===== src/rtl/simplerisc_pkg.sv =====
// Shared definitions for the simplerisc pipeline: EXT tracker states and default widths.
package simplerisc_pkg;

    localparam int DEF_REG_W       = 5;
    localparam int DEF_EXT_LATENCY = 4;
    localparam int CNT_W           = 4;

    typedef enum logic [1:0] {
        IDLE    = 2'd0,
        EXT_RUN = 2'd1,
        EXT_WB  = 2'd2
    } ext_state_e;

endpackage


===== src/rtl/hazard_control_unit_ext_tracker.sv =====
// Tracks the single in-flight multicycle EXT op: state, latency countdown, and destination register.
module ext_tracker
    import simplerisc_pkg::*;
#(
    parameter int EXT_LATENCY = DEF_EXT_LATENCY,
    parameter int REG_W       = DEF_REG_W
) (
    input  logic             clk,
    input  logic             rst_n,
    input  logic             ext_issue,
    input  logic [REG_W-1:0] rd_id,
    output ext_state_e       state,
    output logic [REG_W-1:0] ext_rd_q,
    output logic [REG_W-1:0] rd_ext,
    output logic             ext_busy
);

    // Issue cycle plus EXT_RUN cycles (CNT_LOAD..0) lands the result in EXT_WB exactly EXT_LATENCY later.
    localparam logic [CNT_W-1:0] CNT_LOAD = CNT_W'(EXT_LATENCY - 2);

    ext_state_e       state_q, state_d;
    logic [CNT_W-1:0] cnt_q, cnt_d;
    logic [REG_W-1:0] rd_q, rd_d;

    always_ff @(posedge clk or negedge rst_n) begin
        if (!rst_n) begin
            state_q <= IDLE;
            cnt_q   <= '0;
            rd_q    <= '0;
        end else begin
            state_q <= state_d;
            cnt_q   <= cnt_d;
            rd_q    <= rd_d;
        end
    end

    always_comb begin
        state_d = state_q;
        cnt_d   = cnt_q;
        rd_d    = rd_q;
        case (state_q)
            IDLE: begin
                if (ext_issue) begin
                    state_d = EXT_RUN;
                    cnt_d   = CNT_LOAD;
                    rd_d    = rd_id;
                end
            end
            EXT_RUN: begin
                if (cnt_q == '0) state_d = EXT_WB;
                else             cnt_d   = cnt_q - 1'b1;
            end
            EXT_WB: begin
                if (ext_issue) begin
                    state_d = EXT_RUN;
                    cnt_d   = CNT_LOAD;
                    rd_d    = rd_id;
                end else begin
                    state_d = IDLE;
                end
            end
            default: state_d = IDLE;
        endcase
    end

    assign state    = state_q;
    assign ext_rd_q = rd_q;
    assign rd_ext   = (state_q == EXT_WB) ? rd_q : '0;
    assign ext_busy = (state_q != IDLE);

endmodule


===== src/rtl/hazard_control_unit.sv =====
// Pipeline hazard control: load-use and EXT RAW/WAW/structural stalls, branch flush.
// Optional HAZARD_PERF_CNT_EN adds a saturating 32-bit stall_cycles counter port.
module hazard_control_unit
    import simplerisc_pkg::*;
#(
    parameter int EXT_LATENCY = DEF_EXT_LATENCY,
    parameter int REG_W       = DEF_REG_W
) (
    input  logic             clk,
    input  logic             rst_n,
    input  logic             valid_id,
    input  logic [REG_W-1:0] rp1_id,
    input  logic [REG_W-1:0] rp2_id,
    input  logic             use_rp1_id,
    input  logic             use_rp2_id,
    input  logic [REG_W-1:0] rd_id,
    input  logic             is_ext_id,
    input  logic             is_load_alu,
    input  logic [REG_W-1:0] rd_alu,
    input  logic             branch_taken_alu,
    output logic             stall_if,
    output logic             stall_id,
    output logic             bubble_alu,
    output logic             flush_id,
    output logic             ext_issue,
    output logic             ext_busy,
`ifdef HAZARD_PERF_CNT_EN
    output logic [31:0]      stall_cycles,
`endif
    output logic [REG_W-1:0] rd_ext
);

    ext_state_e       state;
    logic [REG_W-1:0] ext_rd_q;
    logic             load_use, ext_raw, ext_waw, ext_struct, stall;
    logic             src_hit_alu, src_hit_ext, ext_running;

    ext_tracker #(
        .EXT_LATENCY (EXT_LATENCY),
        .REG_W       (REG_W)
    ) u_ext_tracker (
        .clk       (clk),
        .rst_n     (rst_n),
        .ext_issue (ext_issue),
        .rd_id     (rd_id),
        .state     (state),
        .ext_rd_q  (ext_rd_q),
        .rd_ext    (rd_ext),
        .ext_busy  (ext_busy)
    );

    assign src_hit_alu = (use_rp1_id && rp1_id == rd_alu) || (use_rp2_id && rp2_id == rd_alu);
    assign src_hit_ext = (use_rp1_id && rp1_id == ext_rd_q) || (use_rp2_id && rp2_id == ext_rd_q);
    assign ext_running = valid_id && (state == EXT_RUN);

    assign load_use   = valid_id && is_load_alu && (rd_alu != '0) && src_hit_alu;
    assign ext_raw    = ext_running && (ext_rd_q != '0) && src_hit_ext;
    assign ext_waw    = ext_running && (rd_id != '0) && (rd_id == ext_rd_q);
    assign ext_struct = ext_running && is_ext_id;
    assign stall      = load_use || ext_raw || ext_waw || ext_struct;

    // A taken branch squashes decode, so its stall request is moot.
    assign flush_id   = branch_taken_alu;
    assign stall_if   = stall && !branch_taken_alu;
    assign stall_id   = stall && !branch_taken_alu;
    assign bubble_alu = stall || branch_taken_alu;
    assign ext_issue  = valid_id && is_ext_id && !stall && !branch_taken_alu;

`ifdef HAZARD_PERF_CNT_EN
    always_ff @(posedge clk or negedge rst_n) begin
        if (!rst_n)
            stall_cycles <= '0;
        else if (stall && stall_cycles != 32'hFFFF_FFFF)
            stall_cycles <= stall_cycles + 32'd1;
    end
`endif

endmodule


===== config.mk =====
export PLATFORM = sky130hd
export DESIGN_NAME = hazard_control_unit
export DESIGN_NICKNAME = d
export VERILOG_FILES = /design/src/rtl/simplerisc_pkg.sv /design/src/rtl/hazard_control_unit_ext_tracker.sv /design/src/rtl/hazard_control_unit.sv
export SDC_FILE = /design/constraint.sdc
export NUM_CORES = 1
export LEC_CHECK = 0
export ABC_AREA = 1
export BUFFER_PORTS_ARGS = -buffer_cell sky130_fd_sc_hd__buf_2
export CAP_MARGIN = 15
export CORE_MARGIN = 4
export CORE_UTILIZATION = 45
export DETAILED_ROUTE_END_ITERATION = 10
export PLACE_DENSITY = 0.87
export SETUP_SLACK_MARGIN = 0.3
export SYNTH_ARGS = -nofsm -noshare
export SYNTH_HDL_FRONTEND = slang
export SYNTH_SLANG_ARGS = --single-unit

===== constraint.sdc =====
create_clock -name clk -period 1.5 [get_ports clk]
set_input_delay 0.075 -clock clk [delete_from_list [all_inputs] [get_ports clk]]
set_output_delay 0.075 -clock clk [all_outputs]
set_load 0.01 [all_outputs]

* Word-level counts from Yosys, hierarchy flattened
Cells that the tools add are included.
** Storage, ports and cells
- Register bits after elaboration :: 11
- Output and inout bits :: 11
- Word-level logic and storage cells :: 59
** Operators by class
- Add/sub/neg operators :: 1
- Equality and inequality tests :: 11
- Multiplexer cells :: 8
- Reduce and logical (&&, ||, !) cells :: 36
** Operators with widths (number)
- equality test 5 bit :: 5
- logical AND 1 bit :: 17
- nonzero test 5 bit :: 3
- two-way mux 4 bit :: 2
- case mux 4 bit (2 select lines) :: 1
- logical OR 1 bit :: 6
- case mux 2 bit (3 select lines) :: 1
- two-way mux 5 bit :: 1
- zero test 4 bit :: 1
- two-way mux 2 bit :: 2
- inequality test 2 x 1 -> 1 bit (second input constant) :: 2
- inequality test 2 bit (second input constant) :: 2
- AND reduction 2 bit :: 2
- nonzero test 2 bit :: 2
- subtractor 4 x 1 -> 4 bit (second input constant) :: 1
- AND reduction 3 bit :: 1
- equality test 2 x 1 -> 1 bit (second input constant) :: 1
- equality test 2 bit (second input constant) :: 1
- zero test 1 bit :: 2
- zero test 2 bit :: 1
- OR reduction 2 bit :: 1
- two-way mux 1 bit :: 1

* Depth between registers and ports, before layout
- Depth in word-level cells :: 12
- Mapped depth :: 13
- Gate-level depth less buffers :: 13

* Modules after synthesis
Synthesis repeated with hierarchy kept, for this count alone.
** Second synthesis, totals
- Cells, all modules :: 208
- Area, all modules :: 1141.1 µm²
** By module, submodules not included
- hazard_control_unit :: times used 1, cells each 143, area each 594.3 µm², sequential area each 0.0 µm²
- ext_tracker :: times used 1, cells each 65, area each 546.8 µm², sequential area each 275.3 µm²

* Worst setup path after synthesis
Ideal clock, no wire load.
- Kind :: reg2reg
- Start point :: reg u_ext_tracker.rd_q[0], in the netlist u_ext_tracker.ext_rd_q[0]
- End point :: reg u_ext_tracker.rd_q[3], in the netlist u_ext_tracker.ext_rd_q[3]
- Library setup time :: 117 ps
- Data arrival time :: 1374 ps
- Required time :: 1383 ps
- Setup slack :: 8 ps
- Stages on the path, launching flop included :: 14
- Period minus slack after synthesis :: 1492 ps
- Path through :: dfrtp_1 > inv_2 > nand2_1 > nand2_1 > nor2_1 > nand3_1 > nor2_1 > nor2_2 > nand3_2 > nor2_4 > nand3_4 > buf_6 > nand2_1 > o21ai_2
** On the way
- Cells in the longest elaborated chain, start to end :: 11
- Elaborated cells between the ends (all ways) :: 17
- Classes of those cells :: 3 x eq/ne; 14 x reduce/logical
** Ends and longest elaborated chain
- from (decl) :: RTL line hazard_control_unit_ext_tracker.sv:23 : logic [REG_W-1:0] rd_q, rd_d;
- from (signal assigned) :: RTL line hazard_control_unit_ext_tracker.sv:33 : rd_q <= rd_d;
- equality test 5 bit :: RTL line hazard_control_unit.sv:53 : assign src_hit_ext = (use_rp1_id && rp1_id == ext_rd_q) || (use_rp2_id && rp2_id == ext_rd_q);
- logical AND 1 bit :: RTL line hazard_control_unit.sv:53
- logical OR 1 bit :: RTL line hazard_control_unit.sv:53
- logical AND 1 bit :: RTL line hazard_control_unit.sv:57 : assign ext_raw = ext_running && (ext_rd_q != '0) && src_hit_ext;
- logical OR 1 bit :: RTL line hazard_control_unit.sv:60 : assign stall = load_use || ext_raw || ext_waw || ext_struct;
- logical OR 1 bit * (2 in series) :: RTL line hazard_control_unit.sv:60
- zero test 1 bit * :: RTL line hazard_control_unit.sv:67 : assign ext_issue = valid_id && is_ext_id && !stall && !branch_taken_alu;
- logical AND 1 bit * (2 in series) :: RTL line hazard_control_unit.sv:67
- AND reduction 2 bit (no line) *
Every way passes the cells marked *; elsewhere a longest branch is shown, timed or not.
A chain may end at the register's enable or synchronous reset.

* Worst setup path in the final report
- Start point :: reg u_ext_tracker.rd_q[1], in the netlist u_ext_tracker.ext_rd_q[1]
- End point :: out stall_if
** On the way
- Cells in the longest elaborated chain, start to end :: 8
- Elaborated cells between the ends (all ways) :: 14
- Classes of those cells :: 3 x eq/ne; 11 x reduce/logical
** Ends and longest elaborated chain
- equality test 5 bit :: RTL line hazard_control_unit.sv:53
- logical AND 1 bit :: RTL line hazard_control_unit.sv:53
- logical OR 1 bit :: RTL line hazard_control_unit.sv:53
- logical AND 1 bit :: RTL line hazard_control_unit.sv:57
- logical OR 1 bit :: RTL line hazard_control_unit.sv:60
- logical OR 1 bit * (2 in series) :: RTL line hazard_control_unit.sv:60
- logical AND 1 bit * :: RTL line hazard_control_unit.sv:64 : assign stall_if = stall && !branch_taken_alu;
- to (decl) :: RTL line hazard_control_unit.sv:21 : output logic stall_if,
Marks and branches as above.

==> flow_summary.ini <==
[power_and_ir_drop]
power_density_nw_per_um2 = 1460
finalPower_mw = 2.48
vdd_ir_drop_max_mv = 1.19
power_leakage_nw = 1.02

[clocking]
clock_tree.buffer_depth = 2
total_cts_buffers = 3
tritoncts = done
clk_pin_slew_ns = 0.07
total_clock_sinks = 11
root_buffer = clkbuf_4
clock_h_tree_levels = 1
clock_latency_ns = 0.27

[grt]
remaining_global_route_overflow = 0
antenna_found_initial = 0
grt_first_pass_wirelength_mm = 6.19
grt.total_usage = 0.228
first_global_vias = 1472
grt_start_max_net_pins = 12

[placed_design]
dpl_cell_area_sq_um = 1420
dpl.hpwl_mm = 2.63
placement.io_buffers = 38
placed_cells_incl_taps = 280
routabilityCongestion = 0.914
detailedPlace.worstSlack_ns = -0.211

[synth]
synth_fp_nets = 235
async_reset_ff_frac = 1.00
syn_inst = 206
ys_seq_elements = 11
synth.yosys.seq_area_share = 0.244
postSynth.topFlopCell = dfrtp_1
synth.distinct_cells = 24
post-synth-top-area-cell = nand2_1
post_synth_instance_area_sq_um = 1130
synth_area_per_cell_sq_um = 5.47
yosys_top_cell_area_share = 0.283
number_of_enable_flip_flop_cells_after_synthesis = 0
yosysWarnings = 0
synthTopCellsByArea = nand2_1 (28%), dfrtp_1 (24%), inv_1 (11%), nor2_1 (10%), nand3_1 (6.7%)

[worst_setup_path]
required_ns = 1.42
critPathCaptureType = output port
critical_path.max_fanout = 5
setup.worst_path.start_class = flop
timing.critical_path.arrival_ns = 1.77
setup.worst_path.class = reg2out

[timing]
rsz0062_at_grt = true
finalMaxSlewViolations = 0
finalCritPeriodShare = 1.23
final-setup-viol-count = 14
relSlewSlack = 0.778
setup_ws_ns = -0.348
fmaxAchievable_ghz = 0.541
actual_slew_at_the_worst_max_slew_pin_ns = 0.332
hold_viol = 0
period_needed_ns = 1.85
clock_skew_ns = 0.00172

[final_layout]
final_cell_area_sq_um = 1690
seqCellArea_sq_um = 280
antenna_cells = 0
mostFrequentLayoutCells = nand2_1 (74), buf_2 (35), inv_1 (29), nor2_1 (24), buf_4 (18)
fin_cells = 299
leading_cell_type_in_the_layout_fill_and_taps_excluded = nand2_1
fillerInstances = 177
multi_input_logic_area_sq_um = 779
finish.net_count = 301
layout_area_overhead_pct = 50.3
layout-drive-gt1-share = 0.406

[routing]
ant_nets = 0
dr_total_vias = 1545
postRouteWirelength_mm = 3.88
average_wire_per_cell_in_the_routed_design_um = 13.0
drt_iter0_drc = 111
drtPass1Iterations = 5
drt-vias-per-instance = 5.17
post-route-drc-count = 0

[floorplanning]
die_w_um = 58.1
placementRows = 17
core_region_area_sq_um = 2300
initial_utilization = 0.491
fp.dieH_um = 58.1
design.die.area_sq_um = 3370
top_level_i_o_count = 39

[job]
max_cap_violations = 0

[hold_path]
hp-class = in2reg

[status]
outcome = finished, violations left
violated_checks = setup timing
-- what timing repair did --
item | CTS | global route
resized for setup | 16 | 25
pin swaps | 11 | 16
hold buffers | 1 | 0
setup buffers | 9 | 4
cloned | 1 | 0
endpoints found under the hold margin | 11 | 0
endpoints found under the setup margin | 20 | 21
-- Yosys cell counts, types with 2 or more instances --
cell type,count
o21ai_2,4
inv_2,5
nand3_1,15
o21ai_0,2
o21ai_1,2
nand2_1,85
buf_4,2
inv_1,33
nor3_1,3
dfrtp_1,11
nor2_1,31
-- critical path: stages, from the launching register on --
cell and delay, ns:
dfrtp_2 0.42, inv_2 0.07, nand2_1 0.06, nand2_1 0.07, nor2_1 0.14, nand3_1 0.08
nor2_1 0.13, nor2_2 0.05, nand3_2 0.10, buf_4 0.12, buf_6 0.09, nand2_4 0.04
inv_4 0.05, buf_6 0.09
-- per-layer routing --
layer,vias to the layer above,routed length [um],GRT usage
met1,679,1440,0.268
met4,0,82,0.0993
met3,15,388,0.0379
li1,754,-,-
met2,97,1970,0.405
met5,-,0,0
-- registers in the layout, indices dropped and copies added (netlist names) --
register	cells
u_ext_tracker.ext_rd_q	5
u_ext_tracker.cnt_q	4
u_ext_tracker.state	2
-- report_power, final --
| group | total [mW] | internal (mW) | leakage (nW) | switching [mW] |
|---|---|---|---|---|
| clock network | 0.206 | 0.103 | 0.0150 | 0.103 |
| logic | 1.67 | 0.790 | 0.874 | 0.881 |
| registers | 0.601 | 0.435 | 0.136 | 0.165 |
| total | 2.48 | 1.33 | 1.02 | 1.15 |
-- area by class of cell --
cell class	count	share of cell area
Multi-Input combinational cell	155	0.460
Timing Repair Buffer	63	0.249
Sequential cell	11	0.165
Inverter	38	0.0894
Tap cell	28	0.0207
Clock buffer	4	0.0155
-- cell families (layout without fill, tap and decap cells) --
group	after synthesis	in the layout	synth area share
DFF	11	11	0.244
buffers and inverters	41	105	0.150
and+or+nand+nor	142	143	0.529
adders and majority gates	1	1	0.0111
AOI/OAI and AO/OA	11	11	0.0655
-- through the flow --
step                      TNS, ns  hold WS [ns]  utilization
after floorplan                 0        -0.221            -
after global routing        -5.43         0.105        0.737
after global placement     -0.953       -0.0428        0.619
after CTS                   -3.18        0.0745        0.695
after detailed placement    -1.93       -0.0383        0.619
final                       -3.64        0.0974        0.737
-- path summary, 6_finish.rpt --
check,startpoint,to,slack (ns),depth (start not counted)
setup / recovery,u_ext_tracker.ext_rd_q[1],stall_if,-0.35,13
hold / removal,rd_id[4],u_ext_tracker.ext_rd_q[4],0.1,3
setup reg to reg,u_ext_tracker.ext_rd_q[1],u_ext_tracker.cnt_q[1],-0.30,13
hold reg to reg,u_ext_tracker.state[1],u_ext_tracker.state[1],0.57,2
max in group asynchronous,rst_n,u_ext_tracker.ext_rd_q[0],1.05,2
min in group asynchronous,rst_n,u_ext_tracker.cnt_q[3],0.21,2
(Power assumes the default switching activity.)
